File: config.mk
export PLATFORM = sky130hd
export DESIGN_NAME = shift_sub_divider_8_flat
export DESIGN_NICKNAME = d
export VERILOG_FILES = /design/src/rtl/shift_sub_divider_8_pkg.sv /design/src/rtl/shift_sub_divider_8_if.sv /design/src/rtl/shift_sub_divider_8_shift_left_reg_n.sv /design/src/rtl/shift_sub_divider_8.sv /design/src/flat_wrapper.sv
export SDC_FILE = /design/constraint.sdc
export NUM_CORES = 1
export LEC_CHECK = 0
export CELL_PAD_IN_SITES_DETAIL_PLACEMENT = 1
export CELL_PAD_IN_SITES_GLOBAL_PLACEMENT = 1
export CORE_UTILIZATION = 43
export DETAILED_ROUTE_END_ITERATION = 10
export PLACE_DENSITY = 0.95
export RECOVER_POWER = 100
export SYNTH_ARGS = -nofsm -noshare
export SYNTH_HDL_FRONTEND = slang
export SYNTH_SLANG_ARGS = --single-unit
File: constraint.sdc
create_clock -name Clk -period 5.9 [get_ports Clk]
set_input_delay 0.59 -clock Clk [delete_from_list [all_inputs] [get_ports Clk]]
set_output_delay 0.59 -clock Clk [all_outputs]
set_load 0.01 [all_outputs]
File: src/rtl/shift_sub_divider_8_pkg.sv
// Shared types and constants for the restoring shift-subtract divider.
package div_pkg;
  localparam int DIV_W = 8;
  localparam int CNT_W = $clog2(DIV_W);
  typedef enum logic [1:0] {IDLE, CALC, DONE} div_state_t;
endpackage

File: src/rtl/shift_sub_divider_8_if.sv
// Operand/result bundle between the lab top level (switches, displays) and the divider.
interface shift_sub_divider_8_if import div_pkg::*; #(parameter int N = DIV_W);
  logic         Run;
  logic [N-1:0] Dividend;
  logic [N-1:0] Divisor;
  logic [N-1:0] Quotient;
  logic [N-1:0] Remainder;
  logic         Done;
  logic         DivByZero;

  modport master (output Run, Dividend, Divisor, input Quotient, Remainder, Done, DivByZero);
  modport slave  (input Run, Dividend, Divisor, output Quotient, Remainder, Done, DivByZero);
endinterface

File: src/rtl/shift_sub_divider_8_shift_left_reg_n.sv
// Combined A:Q left-shift register: sync clear, parallel load, shift with bit-0 insert,
// and an optional overwrite of the upper HI bits on the same shift edge.
module shift_left_reg_n import div_pkg::*; #(
  parameter int W  = 2*DIV_W+1,
  parameter int HI = DIV_W+1
) (
  input  logic          clk_i,
  input  logic          clr_i,
  input  logic          ld_i,
  input  logic [W-1:0]  d_i,
  input  logic          sh_i,
  input  logic          b0_i,
  input  logic          ldhi_i,
  input  logic [HI-1:0] hi_i,
  output logic [W-1:0]  q_o
);
  logic [W-1:0] q_q, q_d;

  always_comb begin
    q_d = q_q;
    if (clr_i)     q_d = '0;
    else if (ld_i) q_d = d_i;
    else if (sh_i) begin
      q_d = {q_q[W-2:0], b0_i};
      // Successful trial subtract replaces the shifted remainder with the difference.
      if (ldhi_i) q_d[W-1 -: HI] = hi_i;
    end
  end

  always_ff @(posedge clk_i) q_q <= q_d;

  assign q_o = q_q;
endmodule

File: src/rtl/shift_sub_divider_8.sv
// Unsigned restoring divider, one quotient bit per clock; results exposed only from
// output registers loaded on entry to DONE.
module shift_sub_divider_8 import div_pkg::*; #(
  parameter int N = DIV_W
) (
  input logic Clk,
  input logic Reset,
  shift_sub_divider_8_if.slave bus
);
  localparam int CW = $clog2(N);

  div_state_t   state_q;
  logic [N-1:0] b_q, quo_q, rem_q;
  logic [CW-1:0] cnt_q;
  logic         done_q, dbz_q;

  logic [2*N:0] aq;
  logic [N:0]   a_sh;
  logic [N+1:0] diff;
  logic         neg, start, calc;
  logic         unused_a_msb;

  // A' = {A[N-1:0], Q[N-1]} is simply the upper N+1 bits of A:Q seen one place down.
  assign a_sh         = aq[2*N-1:N-1];
  assign diff         = {1'b0, a_sh} - {2'b00, b_q};
  assign neg          = diff[N+1];
  assign start        = (state_q == IDLE) && bus.Run;
  assign calc         = (state_q == CALC);
  assign unused_a_msb = aq[2*N];

  shift_left_reg_n #(.W(2*N+1), .HI(N+1)) u_aq (
    .clk_i  (Clk),
    .clr_i  (Reset),
    .ld_i   (start),
    .d_i    ({{(N+1){1'b0}}, bus.Dividend}),
    .sh_i   (calc),
    .b0_i   (~neg),
    .ldhi_i (calc && !neg),
    .hi_i   (diff[N:0]),
    .q_o    (aq)
  );

  always_ff @(posedge Clk) begin
    if (Reset) begin
      state_q <= IDLE;
      b_q     <= '0;
      cnt_q   <= '0;
      quo_q   <= '0;
      rem_q   <= '0;
      done_q  <= 1'b0;
      dbz_q   <= 1'b0;
    end else begin
      case (state_q)
        IDLE: if (bus.Run) begin
          b_q   <= bus.Divisor;
          cnt_q <= '0;
          if (bus.Divisor == '0) begin
            state_q <= DONE;
            done_q  <= 1'b1;
            dbz_q   <= 1'b1;
            quo_q   <= '1;
            rem_q   <= bus.Dividend;
          end else begin
            state_q <= CALC;
          end
        end
        CALC: begin
          cnt_q <= cnt_q + 1'b1;
          if (cnt_q == CW'(N-1)) begin
            state_q <= DONE;
            done_q  <= 1'b1;
            quo_q   <= {aq[N-2:0], ~neg};
            rem_q   <= neg ? a_sh[N-1:0] : diff[N-1:0];
          end
        end
        DONE: if (!bus.Run) begin
          state_q <= IDLE;
          done_q  <= 1'b0;
          dbz_q   <= 1'b0;
        end
        default: state_q <= IDLE;
      endcase
    end
  end

  assign bus.Quotient  = quo_q;
  assign bus.Remainder = rem_q;
  assign bus.Done      = done_q;
  assign bus.DivByZero = dbz_q;
endmodule

File: src/flat_wrapper.sv
// flat-port wrapper written by rule: the top's interface ports become plain ports
module shift_sub_divider_8_flat import div_pkg::*;
#(
  parameter int N = DIV_W
)
  (Clk, Reset, bus_Run, bus_Dividend, bus_Divisor, bus_Quotient, bus_Remainder, bus_Done, bus_DivByZero);
  shift_sub_divider_8_if #(.N(N)) bus_i ();
  input logic Clk;
  input logic Reset;
  input wire logic [$bits(bus_i.Run)-1:0] bus_Run;
  input wire logic [$bits(bus_i.Dividend)-1:0] bus_Dividend;
  input wire logic [$bits(bus_i.Divisor)-1:0] bus_Divisor;
  output wire logic [$bits(bus_i.Quotient)-1:0] bus_Quotient;
  output wire logic [$bits(bus_i.Remainder)-1:0] bus_Remainder;
  output wire logic [$bits(bus_i.Done)-1:0] bus_Done;
  output wire logic [$bits(bus_i.DivByZero)-1:0] bus_DivByZero;
  assign bus_i.Run = bus_Run;
  assign bus_i.Dividend = bus_Dividend;
  assign bus_i.Divisor = bus_Divisor;
  assign bus_Quotient = bus_i.Quotient;
  assign bus_Remainder = bus_i.Remainder;
  assign bus_Done = bus_i.Done;
  assign bus_DivByZero = bus_i.DivByZero;
  shift_sub_divider_8 #(.N(N)) u_core (.Clk(Clk), .Reset(Reset), .bus(bus_i));
endmodule
==> metrics.cfg, run 1 <==
[setup_path]
critical_path.n_buffers_inverters = 1
reg2reg_depth = 6
critical_path.cell_chain = dlygate4sd3_1, nand2_1, a21oi_1, a21boi_4, nor2_1, a211oi_1
timing.critical_path.depth = 6
critical_path_peak_fanout = 21
r2r_start = u_core.state_q[0]$_SDFFE_PP0P_
cell_family_with_most_cp_delay = compound AO/OA/AOI/OAI gates
critical_path.startpoint_type = input port
timing.critical_path.from = bus_Run
cpMaxStageDelayCell = sky130_fd_sc_hd__dlygate4sd3_1
worstSetupPathType = input port to register
crit_arrival_ns = 3.73
maximum_cell_stage_delay_along_the_critical_path_ns = 0.98
endpoint_kind = register
required_ns = 6.11

[timing]
timing_worst_slew_pin_value_ns = 0.9560
setup_repair_after_global_routing_missed_its_margin = no
final_min_period_over_clock_period_pct = 59.75
worst_slew_margin_rel_pct = 36.05
max_freq_ghz = 0.2837
post-route-min-period_ns = 3.525
finalWorstSetupSlack_ns = 2.375
slew_viol_final = 0
fin_worst_skew_ns = 0.005943
report.final.hold_viol_count = 0
sum_neg_setup_slack_ns = 0
setup_viol = 0

[run_status]
run_status = finished clean

[layout]
finalCoreUtilization_pct = 52.49
filler_cell_count = 689
area_delta_synth_final_pct = 18.28
num-nets-final = 361
final_common_cell = sky130_fd_sc_hd__dfxtp_1
mostFrequentLayoutCells = sky130_fd_sc_hd__dfxtp_1, sky130_fd_sc_hd__nor2_1, sky130_fd_sc_hd__o21ai_0, sky130_fd_sc_hd__a21oi_1, sky130_fd_sc_hd__nand2_1
antennaDiodeCount = 0
final_layout_size_suffix_gt1_share_pct = 5.723

[grt]
grt_start_max_net_pins = 26
gr-total-overflow = 0
grt_antenna_before_repair = 0
grt_pass1_wl_mm = 11.50
track_usage_pct = 24.07
grt_pass1_vias = 2376

[floorplanning]
floorplan.initialDensity_pct = 44.38
width_of_the_die_um = 77.39
dieArea_mm2 = 0.005988
row_count = 27
core_area_mm2 = 0.005507
y_dimension_of_the_die_um = 77.39
top_level_ports = 37

[power]
seq_power_share_pct = 46.2
share_comb_of_total_power_pct = 25.6
intPower_uw = 510.6
power_per_cell_area_mw_per_mm2 = 264.7
max-vdd-ir-drop_uv = 136.9
switching_share_pct = 33.25
power_leakage_uw = 0.001111
share_clk_of_total_power_pct = 28.2
power_switching_uw = 254.4

[synthesis]
synth_area_per_cell_um2 = 8.012
synthesis.yosys.warnings = 0
synth_async_sr_flop_share_pct = 0
post_synthesis_instance_total = 305
ys_ff_latch = 47
netlist-cell-type-count = 48
total_nets_after_synthesis = 335
register_area_share_after_synthesis_pct = 38.50
synth_largest_type_area_fraction_pct = 38.50
synth_flop_cell = sky130_fd_sc_hd__dfxtp_1
synth_enable_flop_cells = 0
synth_top_cells_by_area = sky130_fd_sc_hd__dfxtp_1, sky130_fd_sc_hd__a21oi_1, sky130_fd_sc_hd__o21ai_0
synth_area_mm2 = 0.002444
synth_area_leader_cell = sky130_fd_sc_hd__dfxtp_1

[placement]
place_ws_ns = 2.791
placement.io_buffers = 36
hpwl_after_detailed_placement_mm = 4.990
place_congestion = 0.8201

[clock_network]
postCtsSetupRepairBufs = 0
clk_pin_slew_ns = 0.09
tritoncts = done
clkSinkCount = 47
root_buffer = sky130_fd_sc_hd__clkbuf_8
h_tree_depth_reported_by_cts = 2
clk-insertion-delay-late_ns = 0.31
max-clock-path-buffers = 2
postCtsResizedCells = 0
cts-hold-fix-buffers = 0
cts_buffers = 5

[run]
maxCapViolations = 0

[detailed_routing]
ant_nets = 0
vias = 2369
detail_route.vias_per_cell = 5.864
post_drt_wl_per_cell_um = 17.03
detail_route.first_pass.iterations = 4
finalWirelength_mm = 6.879
drc = 0
first_iter_violations = 159

[hold_path]
min-delay-path-class = register to register
holdCritStartpoint = u_core.b_q[2]$_SDFFE_PP0P_
hold_path_stages = 2

-- power groups by stage --
| stage | clock network (µW) | registers, µW | logic [µW] |
|---|---|---|---|
| final | 216 | 354 | 196 |
| after global routing | 230 | 356 | 216 |
| after CTS | 218 | 354 | 198 |
| after detailed placement | 0 | 361 | 196 |
| after global placement | 0 | 359 | 187 |
| after floorplan | 0 | 355 | 142 |
-- sequential cells by signal, summed over array words and instances (netlist names) --
| name | flops |
|---|---|
| u_core.bus.Done | 1 |
| u_core.cnt_q | 3 |
| u_core.b_q | 8 |
| u_core.bus.Quotient | 8 |
| u_core.bus.Remainder | 8 |
| u_core.u_aq.q_o | 16 |
| u_core.bus.DivByZero | 1 |
| u_core.state_q | 2 |
-- worst register-to-register path, cell delays in order (launching register included) --
cell and delay (ns):
sky130_fd_sc_hd__dfxtp_1 0.43, sky130_fd_sc_hd__inv_4 0.22, sky130_fd_sc_hd__nand2_1 0.28, sky130_fd_sc_hd__a21oi_1 0.79, sky130_fd_sc_hd__a21boi_4 0.58, sky130_fd_sc_hd__nor2_1 0.11
sky130_fd_sc_hd__a211oi_1 0.26
-- cells in the mapped netlist (4+ instances only) --
master and n:
sky130_fd_sc_hd__ha_1 10, sky130_fd_sc_hd__inv_1 12, sky130_fd_sc_hd__nor2_1 42, sky130_fd_sc_hd__o21ai_0 33, sky130_fd_sc_hd__dfxtp_1 47, sky130_fd_sc_hd__o21ai_1 9
sky130_fd_sc_hd__nand2_1 25, sky130_fd_sc_hd__a211oi_1 16, sky130_fd_sc_hd__a31oi_1 8, sky130_fd_sc_hd__a21oi_1 33, sky130_fd_sc_hd__clkbuf_1 12, sky130_fd_sc_hd__and3_1 4
-- layout make-up --
class                   instances  area (µm²)  share of cell area, %
clock buffers                   6       82.58                  2.857
flip-flops and latches         47       940.9                  32.55
inverters                      14       55.05                  1.905
repair buffers                 36       360.3                  12.47
well taps                      72       90.09                  3.117
clock inverters                 2       13.76                 0.4762
multi-input cells             227        1348                  46.62
-- per-stage QoR --
stage / power (µW) / area, µm² / instances / hold WS (ns)
global placement: 546.1 / 2813 / 396 / 0.4691
CTS: 769.9 / 2909 / 404 / 0.4842
finish: 764.9 / 2890 / 404 / 0.4860
detailed placement: 557.0 / 2813 / 396 / 0.4712
global route: 802.2 / 2890 / 404 / 0.5155
floorplan: 496.9 / 2444 / 305 / 0.4448
-- per-layer routing --
| metal | global-route usage (%) | share of wire, % | up-vias |
|---|---|---|---|
| met5 | 0 | 0 | - |
| met4 | 8.302 | 1.8 | 0 |
| met3 | 4.706 | 3.2 | 11 |
| met2 | 41.15 | 49 | 49 |
| met1 | 30.04 | 46 | 1159 |
| li1 | - | - | 1150 |
-- kinds of logic after synthesis --
kind of cell               count (synthesis)  share of synthesized area, %
AOI/OAI and AO/OA                        125                         33.18
xor gates and xnor gates                   3                         1.075
adders and majority gates                 11                         5.940
buffers and inverters                     31                         5.581
DFF                                       47                         38.50
and+or+nand+nor                           88                         15.72
-- worst paths after layout --
| path | endpoint | slack, ns |
|---|---|---|
| hold / removal | u_core.b_q[2]$_SDFFE_PP0P_ | 0.49 |
| hold reg to reg | u_core.b_q[2]$_SDFFE_PP0P_ | 0.49 |
| setup / recovery | u_core.bus.Quotient[1]$_SDFFE_PP0P_ | 2.37 |
| setup reg to reg | u_core.bus.Quotient[1]$_SDFFE_PP0P_ | 3.14 |
No activity file was read; power rests on OpenSTA's default activity.
==> inputs of run 2 (changes only) <==
--- a/config.mk
+++ b/config.mk
@@ -7,9 +7,9 @@
 export LEC_CHECK = 0
 export CELL_PAD_IN_SITES_DETAIL_PLACEMENT = 1
 export CELL_PAD_IN_SITES_GLOBAL_PLACEMENT = 1
-export CORE_UTILIZATION = 43
+export CORE_UTILIZATION = 40
 export DETAILED_ROUTE_END_ITERATION = 10
-export PLACE_DENSITY = 0.95
+export PLACE_DENSITY = 0.92
 export RECOVER_POWER = 100
 export SYNTH_ARGS = -nofsm -noshare
 export SYNTH_HDL_FRONTEND = slang
==> constraint.sdc (replaced) <==
create_clock -name Clk -period 3.5 [get_ports Clk]
set_input_delay 0.35 -clock Clk [delete_from_list [all_inputs] [get_ports Clk]]
set_output_delay 0.35 -clock Clk [all_outputs]
set_load 0.01 [all_outputs]
==> metrics.cfg, run 2 (synthesis results as in run 1) <==
[run_status]
run_status = finished clean

[timing]
sum_neg_setup_slack_ns = 0  ; unchanged
setup_viol = 0  ; unchanged
slew_viol_final = 0  ; unchanged
final_min_period_over_clock_period_pct = 79.91
setup_repair_after_global_routing_missed_its_margin = no
report.final.hold_viol_count = 0  ; unchanged
fin_worst_skew_ns = 0.01585  ; +0.009911 ns
finalWorstSetupSlack_ns = 0.7031  ; -1.672 ns
post-route-min-period_ns = 2.797
max_freq_ghz = 0.3575
worst_slew_margin_rel_pct = 33.60  ; -2.5 points
timing_worst_slew_pin_value_ns = 0.9855  ; +0.02952 ns
fin_hold_ws_ns = 0.4750  ; -0.01101 ns

[detailed_routing]
ant_nets = 0  ; unchanged
finalWirelength_mm = 7.177  ; +4.3%
detail_route.first_pass.iterations = 4  ; unchanged
drc = 0  ; unchanged
vias = 2426  ; +2.4%
detail_route.vias_per_cell = 5.917  ; +0.91%
post_drt_wl_per_cell_um = 17.50  ; +2.8%
first_iter_violations = 176  ; +11%

[layout]
area_delta_synth_final_pct = 20.79
final_common_cell = sky130_fd_sc_hd__dfxtp_1
antennaDiodeCount = 0  ; unchanged
num-nets-final = 364  ; +0.83%
filler_cell_count = 725  ; +5.2%
design_area_mm2 = 0.002952  ; +2.1%
multiInputGateArea_mm2 = 0.001365  ; +1.3%
largest_register_ffs = 16  ; unchanged
regArea_um2 = 940.9  ; unchanged
finalCoreUtilization_pct = 49.85  ; -2.6 points
mostFrequentLayoutCells = sky130_fd_sc_hd__dfxtp_1, sky130_fd_sc_hd__nor2_1, sky130_fd_sc_hd__o21ai_0, sky130_fd_sc_hd__a21oi_1, sky130_fd_sc_hd__nand2_1
final_layout_size_suffix_gt1_share_pct = 6.269  ; +0.55 points

[placement]
hpwl_after_detailed_placement_mm = 5.057  ; +1.3%
place_congestion = 0.7732  ; -5.7%
placed_area_mm2 = 0.002839  ; +0.93%
placement.io_buffers = 36  ; unchanged
place_ws_ns = 0.9575  ; -1.834 ns

[floorplanning]
top_level_ports = 37  ; unchanged
core_area_mm2 = 0.005921  ; +7.5%
dieArea_mm2 = 0.006426  ; +7.3%
y_dimension_of_the_die_um = 80.16  ; +3.6%
floorplan.initialDensity_pct = 41.27  ; -3.1 points
row_count = 28  ; +3.7%
width_of_the_die_um = 80.16  ; +3.6%

[hold_path]
hold-path-endpoint = u_core.u_aq.q_o[13]$_SDFFE_PP0P_
holdCritStartpoint = u_core.u_aq.q_o[13]$_SDFFE_PP0P_
hold_path_stages = 2  ; unchanged
min-delay-path-class = register to register

[clock_network]
cts-hold-fix-buffers = 0  ; unchanged
cts_buffers = 5  ; unchanged
tritoncts = done
postCtsResizedCells = 0  ; unchanged
clk-insertion-delay-late_ns = 0.31  ; about the same
clkSinkCount = 47  ; unchanged
root_buffer = sky130_fd_sc_hd__clkbuf_8
h_tree_depth_reported_by_cts = 2  ; unchanged
clk_pin_slew_ns = 0.10  ; about the same
max-clock-path-buffers = 2  ; unchanged
postCtsSetupRepairBufs = 0  ; unchanged

[setup_path]
worstSetupPathType = input port to register
reg2reg_depth = 6  ; unchanged
regToRegEndpoint = u_core.u_aq.q_o[15]$_SDFFE_PP0P_
worst-r2r-setup-slack_ns = 0.84  ; -2.30 ns
required_ns = 3.72  ; -2.39 ns
crit_arrival_ns = 3.01  ; -0.72 ns
critical_path_peak_fanout = 21  ; unchanged
critical_path.startpoint_type = input port
r2r_start = u_core.state_q[1]$_SDFFE_PP0P_
endpoint_kind = register

[power]
max-vdd-ir-drop_uv = 187.3  ; +37%
power_per_cell_area_mw_per_mm2 = 461.5  ; +74%
power_leakage_uw = 0.001133  ; +1.9%

[run]
maxCapViolations = 0  ; unchanged

[grt]
grt_pass1_wl_mm = 11.79  ; +2.6%
grt_pass1_vias = 2352  ; -1.0%
grt_antenna_before_repair = 0  ; unchanged
grt_start_max_net_pins = 26  ; unchanged
gr-total-overflow = 0  ; unchanged
track_usage_pct = 23.60  ; -0.47 points

==> run 2: worst max-delay path by stage <==
stage / slack, ns / cells after the start / to / startpoint
6_report: 0.70 / 7 / u_core.bus.Quotient[3]$_SDFFE_PP0P_ / bus_Run
5_1_grt: 0.52 / 7 / u_core.bus.Quotient[1]$_SDFFE_PP0P_ / bus_Run
4_1_cts: 1.14 / 6 / u_core.u_aq.q_o[15]$_SDFFE_PP0P_ / u_core.state_q[1]$_SDFFE_PP0P_
3_5_place_dp: 0.96 / 6 / u_core.bus.Quotient[3]$_SDFFE_PP0P_ / bus_Divisor[4]
3_3_place_gp: 1.09 / 6 / u_core.bus.Quotient[7]$_SDFFE_PP0P_ / bus_Divisor[4]
2_1_floorplan: 1.51 / 10 / u_core.bus.Remainder[6]$_SDFFE_PP0P_ / u_core.u_aq.q_o[7]$_SDFFE_PP0P_
==> run 2: metal layers <==
metal  GRT usage, %  wire length [µm]  part of all wire [%]
met4          7.321                92                   1.3
met5              0                 0                     0
met1          31.12              3230                    45
met2          39.83              3628                    51
met3          3.068               226                   3.1
==> run 2: critical path: stages <==
cell,delay [ns]
sky130_fd_sc_hd__dlygate4sd3_1,0.52
sky130_fd_sc_hd__clkbuf_1,0.69
sky130_fd_sc_hd__nand2_4,0.23
sky130_fd_sc_hd__a21oi_4,0.35
sky130_fd_sc_hd__a21boi_4,0.52
sky130_fd_sc_hd__nor2_1,0.08
sky130_fd_sc_hd__a211oi_1,0.26
==> run 2: area by class of cell <==
cell class                      instances  share of cell area, %
Clock buffer                            6                  2.798
Timing Repair Buffer                   39                  12.72
Sequential cell                        47                  31.88
Clock inverter                          2                  1.314
Inverter                               14                  1.865
Tap cell                               75                  3.179
Multi-Input combinational cell        227                  46.25
==> run 2: per-stage QoR <==
step                power, µW  instances
global route             1425        410
finish                   1362        410
floorplan               837.7        305
detailed placement      942.2        402
global placement        924.4        402
CTS                      1366        410
==> run 2: power by group <==
part | total, µW | switching [µW] | internal (µW)
registers | 597 | 30.0 | 567
clock network | 427 | 192 | 235
logic | 338 | 205 | 134
==> inputs of run 3 (changes only) <==
--- a/config.mk
+++ b/config.mk
@@ -7,9 +7,9 @@
 export LEC_CHECK = 0
 export CELL_PAD_IN_SITES_DETAIL_PLACEMENT = 1
 export CELL_PAD_IN_SITES_GLOBAL_PLACEMENT = 1
-export CORE_UTILIZATION = 40
+export CORE_UTILIZATION = 36
 export DETAILED_ROUTE_END_ITERATION = 10
-export PLACE_DENSITY = 0.92
+export PLACE_DENSITY = 0.88
 export RECOVER_POWER = 100
 export SYNTH_ARGS = -nofsm -noshare
 export SYNTH_HDL_FRONTEND = slang
==> constraint.sdc (replaced) <==
create_clock -name Clk -period 2.3 [get_ports Clk]
set_input_delay 0.23 -clock Clk [delete_from_list [all_inputs] [get_ports Clk]]
set_output_delay 0.23 -clock Clk [all_outputs]
set_load 0.01 [all_outputs]
==> metrics.cfg, run 3 (synthesis results as in run 1) <==
[timing]
report.final.hold_viol_count = 0  ; unchanged
fin_worst_skew_ns = 0.01363  ; -0.002222 ns
slew_viol_final = 0  ; unchanged
post-route-min-period_ns = 2.184
final_min_period_over_clock_period_pct = 94.96
sum_neg_setup_slack_ns = 0  ; unchanged
setup_viol = 0  ; unchanged
worst_slew_margin_rel_pct = 60.30  ; +27 points
timing_worst_slew_pin_value_ns = 0.5805  ; -0.4051 ns
max_freq_ghz = 0.4578
fin_hold_ws_ns = 0.4861  ; +0.01104 ns

[setup_path]
r2r_start = u_core.u_aq.q_o[8]$_SDFFE_PP0P_
endpoint_kind = register
critical_path_peak_fanout = 8  ; -62%
required_ns = 2.53  ; -1.19 ns
critical_path.startpoint_type = register
worstSetupPathType = register to register
crit_arrival_ns = 2.42  ; -0.59 ns
timing.critical_path.from = u_core.u_aq.q_o[8]$_SDFFE_PP0P_

[placement]
place_congestion = 0.8345  ; +7.9%
hpwl_after_detailed_placement_mm = 5.372  ; +6.2%
placement.io_buffers = 36  ; unchanged

[run_status]
failed_checks = design-rule violations
run_status = finished, violations left

[clock_network]
clk_pin_slew_ns = 0.10  ; about the same
clk-insertion-delay-late_ns = 0.31  ; about the same
h_tree_depth_reported_by_cts = 2  ; unchanged
cts_buffers = 5  ; unchanged
clkSinkCount = 47  ; unchanged
root_buffer = sky130_fd_sc_hd__clkbuf_8
cts-hold-fix-buffers = 0  ; unchanged
max-clock-path-buffers = 2  ; unchanged
tritoncts = done

[floorplanning]
dieArea_mm2 = 0.007121  ; +11%
row_count = 29  ; +3.6%
width_of_the_die_um = 84.39  ; +5.3%
core_area_mm2 = 0.006459  ; +9.1%
y_dimension_of_the_die_um = 84.39  ; +5.3%
floorplan.initialDensity_pct = 37.83  ; -3.4 points
top_level_ports = 37  ; unchanged

[layout]
final_layout_size_suffix_gt1_share_pct = 10.20  ; +3.9 points
num-nets-final = 372  ; +2.2%
filler_cell_count = 803  ; +11%
final_common_cell = sky130_fd_sc_hd__dfxtp_1
largest_register_ffs = 16  ; unchanged
finalCoreUtilization_pct = 47.29  ; -2.6 points
area_delta_synth_final_pct = 24.99
antennaDiodeCount = 0  ; unchanged
mostFrequentLayoutCells = sky130_fd_sc_hd__dfxtp_1, sky130_fd_sc_hd__nor2_1, sky130_fd_sc_hd__o21ai_0, sky130_fd_sc_hd__a21oi_1, sky130_fd_sc_hd__nand2_1

[power]
power_leakage_uw = 0.001185  ; +4.6%
max-vdd-ir-drop_uv = 364.0  ; +94%
design_power_total_uw = 2213  ; +62%
power_per_cell_area_mw_per_mm2 = 724.7  ; +57%

[detailed_routing]
detail_route.first_pass.iterations = 7  ; +3
detail_route.vias_per_cell = 5.819  ; -1.7%
post_drt_wl_per_cell_um = 17.81  ; +1.8%
finalWirelength_mm = 7.482  ; +4.2%
first_iter_violations = 154  ; -13%
vias = 2444  ; +0.74%
ant_nets = 0  ; unchanged
drc = 4  ; +4

[grt]
grt_pass1_wl_mm = 12.37  ; +4.9%
gr-total-overflow = 0  ; unchanged
grt_pass1_vias = 2505  ; +6.5%
track_usage_pct = 21.67  ; -1.9 points
grt_start_max_net_pins = 24  ; -7.7%
grt_antenna_before_repair = 0  ; unchanged

[run]
maxCapViolations = 0  ; unchanged

[hold_path]
holdCritStartpoint = u_core.b_q[7]$_SDFFE_PP0P_
min-delay-path-class = register to register

[run 3: final timing paths]
kind | slack, ns | depth (start not counted) | endpoint
setup / recovery | 0.12 | 8 | u_core.bus.Remainder[5]$_SDFFE_PP0P_
hold / removal | 0.49 | 2 | u_core.b_q[7]$_SDFFE_PP0P_
setup reg to reg | 0.12 | 8 | u_core.bus.Remainder[5]$_SDFFE_PP0P_
hold reg to reg | 0.49 | 2 | u_core.b_q[7]$_SDFFE_PP0P_
[run 3: through the flow]
stage / cells / setup slack (ns) / area [µm²]
after floorplan: 305 / 0.3134 / 2444
after global placement: 410 / 0.1667 / 2899
after detailed placement: 410 / 0.1225 / 2899
after CTS: 418 / 0.06567 / 3039
after global routing: 420 / -0.008697 / 3054
final: 420 / 0.1158 / 3054
[run 3: metal layers]
layer  GRT usage, %  part of all wire (%)  vias to the layer above
li1               -                     -                     1172
met1          27.05                    43                     1196
met2          38.38                    51                       65
met3          4.031                   4.7                       11
met4          5.855                   1.3                        0
met5              0                     0                        -
[run 3: where the power goes]
group | internal (µW) | switching (µW) | total, µW | leakage (µW)
Combinational | 232 | 321 | 553 | 0.000731
Clock | 441 | 312 | 754 | 0.0000703
Sequential | 864 | 42.8 | 906 | 0.000384
[run 3: final cells by class]
type	instances	area (µm²)	area share, %
sequential	47	942.2	30.85
inverter	14	55.05	1.803
clock buffer	5	68.82	2.253
clock inverter	3	71.32	2.335
tap	77	96.34	3.154
timing repair buffer	47	451.7	14.79
multi-input combinational	227	1369	44.82
[run 3: repair_timing]
item	4_1_cts	5_1_grt
endpoints found under the setup margin	0	10
gates resized for setup	0	5
buffers inserted	0	2
[run 3: critical path, stage by stage, from the launching register on]
cell and delay (ns):
sky130_fd_sc_hd__dfxtp_1 0.45, sky130_fd_sc_hd__ha_1 0.26, sky130_fd_sc_hd__nor2b_1 0.15, sky130_fd_sc_hd__o2111a_2 0.31, sky130_fd_sc_hd__o31ai_4 0.34, sky130_fd_sc_hd__buf_4 0.18
sky130_fd_sc_hd__and3_1 0.15, sky130_fd_sc_hd__o21ai_1 0.08, sky130_fd_sc_hd__a31oi_1 0.17
==> patch (settings of run 1) <==
Change the package constant `DIV_W` from 8 to 4.
--- a/src/rtl/shift_sub_divider_8_pkg.sv
+++ b/src/rtl/shift_sub_divider_8_pkg.sv
@@ -1,6 +1,6 @@
 // Shared types and constants for the restoring shift-subtract divider.
 package div_pkg;
-  localparam int DIV_W = 8;
+  localparam int DIV_W = 4;
   localparam int CNT_W = $clog2(DIV_W);
   typedef enum logic [1:0] {IDLE, CALC, DONE} div_state_t;
 endpackage
Ports: changed (resized bus_Dividend, bus_Divisor, bus_Quotient and bus_Remainder); port bits go from 37 to 21. The function was not compared with the original's and may differ.
==> patch against run 1 <==
- cell area shrank 49%
- worst setup slack gained 0.73 ns
- core utilization rose by 1.3 points
- synthesized cell count shrank 50%
- clock skew grew 0.0011 ns
- routed wire length down 52%
- non-clock buffer count down 15
- maximum frequency increased by 26%
- power fell by 49%
- sequential cell count fell by 21
- count of clock-buffer cells in the layout shrank 3
- synthesized area is 49% lower
- largest cell class unchanged
==> patch: results (changes against run 1) <==
| Quantity | Value | Delta |
| --- | --- | --- |
| Outcome | complete, no violations | unchanged |
| Crit Reg-Reg Endpoint | u_core.bus.Remainder[1] | was u_core.bus.Quotient[1] |
| Net count after synthesis | 168 | was 335 |
| Share of post-route cells with drive strength above 1 | 5.33% | was 5.72% |
| Half-perimeter wire length of the detailed placement result | 2400 µm | was 4990 µm |
| Vias/cell | 5.86 | about the same |
| Fill cell instance count of the final layout | 339 | was 689 |
| Critical Path Max Stage Delay | 0.80 ns | was 0.98 ns |
| RePlAce Congestion | 0.818 | was 0.820 |
| Total CTS buffers | 3 | was 5 |
| Synthesized-area fraction occupied by ao, oa, aoi and oai cells | 21.5% | was 33.2% |
| Input/output buffers | 20 | was 36 |
| Global-route wire length before repair | 5660 µm | was 11500 µm |
| Hold path start | u_core.u_aq.q_o[7] | was u_core.b_q[2] |
| Max FFs per register | 8 | was 16 |
| Adder-cell share of the synthesized area | 6.57% | was 5.94% |
| Number of H-tree branching levels | 1 | was 2 |
| Slowest cell on the critical path | a21oi_1 | was dlygate4sd3_1 |
| Root buffer cell | clkbuf_4 | was clkbuf_8 |
| Crit path capture | u_core.bus.Remainder[2] | was u_core.bus.Quotient[1] |
| Overall routed net length | 3310 µm | was 6880 µm |
| Proportion of synthesized area in mux cells | 0.797% | was 0% |
| Maximum number of pins on one net before global-route repair | 24 | was 26 |
| Cell internal power dissipation | 0.000282 W | was 0.000511 W |
| Transition time of the tightest slew-check pin | 1.01 ns | was 0.956 ns |
| Detailed Route Iter0 Violations | 21 | was 159 |
## patch: cell count changes in the layout (fill, tap and decap cells not counted), moves of 6 or more
cell             delta
nand2_1            -13
a211oi_1           -16
dlygate4sd3_1       -7
nor2_1             -15
o21ai_0            -31
o21ai_1             -7
a21oi_1            -14
dfxtp_1            -21
clkbuf_8            -6
a31oi_1             -7
clkdlybuf4s50_1     -9
## patch: worst min-delay path by stage
stage / end / slack (ns)
2_1_floorplan: u_core.u_aq.q_o[7] / 0.44
3_3_place_gp: u_core.u_aq.q_o[7] / 0.46
3_5_place_dp: u_core.u_aq.q_o[7] / 0.47
4_1_cts: u_core.u_aq.q_o[7] / 0.49
5_1_grt: u_core.u_aq.q_o[7] / 0.51
6_report: u_core.u_aq.q_o[7] / 0.49
## patch: stage by stage
step           util [%]  power [W]  hold WS (ns)  worst slack [ns]
4_1_cts            54.9   0.000392         0.488              3.78
5_1_grt            53.8   0.000405         0.505              2.90
3_3_place_gp       53.0   0.000260         0.458              3.61
6_report           53.8   0.000388         0.490              3.10
3_5_place_dp       53.0   0.000266         0.469              3.51
2_1_floorplan         -   0.000240         0.443              4.23
## patch: cell type report
cell class	instances	area share (%)
Clock inverter	1	2.02
Tap cell	31	2.61
Sequential cell	26	35.1
Inverter	7	1.77
Clock buffer	3	1.52
Multi-Input combinational cell	111	43.3
Timing Repair Buffer	21	13.7
## patch: routing by layer
metal  track usage [%]  vias to the layer above  share of wire, %
met5                 0                        -                 0
met2              42.9                       21                53
li1                  -                      557                 -
met1              27.1                      587                43
met4              10.1                        0               2.0
met3              2.33                        7               2.4
## patch: power groups by stage
| stage | Combinational, W | Clock [W] | Sequential, W |
|---|---|---|---|
| after floorplan | 0.0000465 | 0 | 0.000193 |
| after global placement | 0.0000654 | 0 | 0.000195 |
| after detailed placement | 0.0000704 | 0 | 0.000196 |
| after CTS | 0.0000720 | 0.000128 | 0.000192 |
| after global routing | 0.0000765 | 0.000135 | 0.000193 |
| final | 0.0000700 | 0.000126 | 0.000192 |
## patch: kinds of logic after synthesis
family,count (synthesis)
AOI/OAI and AO/OA,41
xor gates and xnor gates,1
muxes,1
adders and majority gates,6
DFF,26
buffers and inverters,14
and+or+nand+nor,62
## patch: worst reg2reg max path: stages (launching register included)
cell	delay (ns)
dfxtp_1	0.58
nor2b_1	0.80
nand2_1	0.12
nor3_1	0.17
a31oi_1	0.11
a311oi_2	0.25
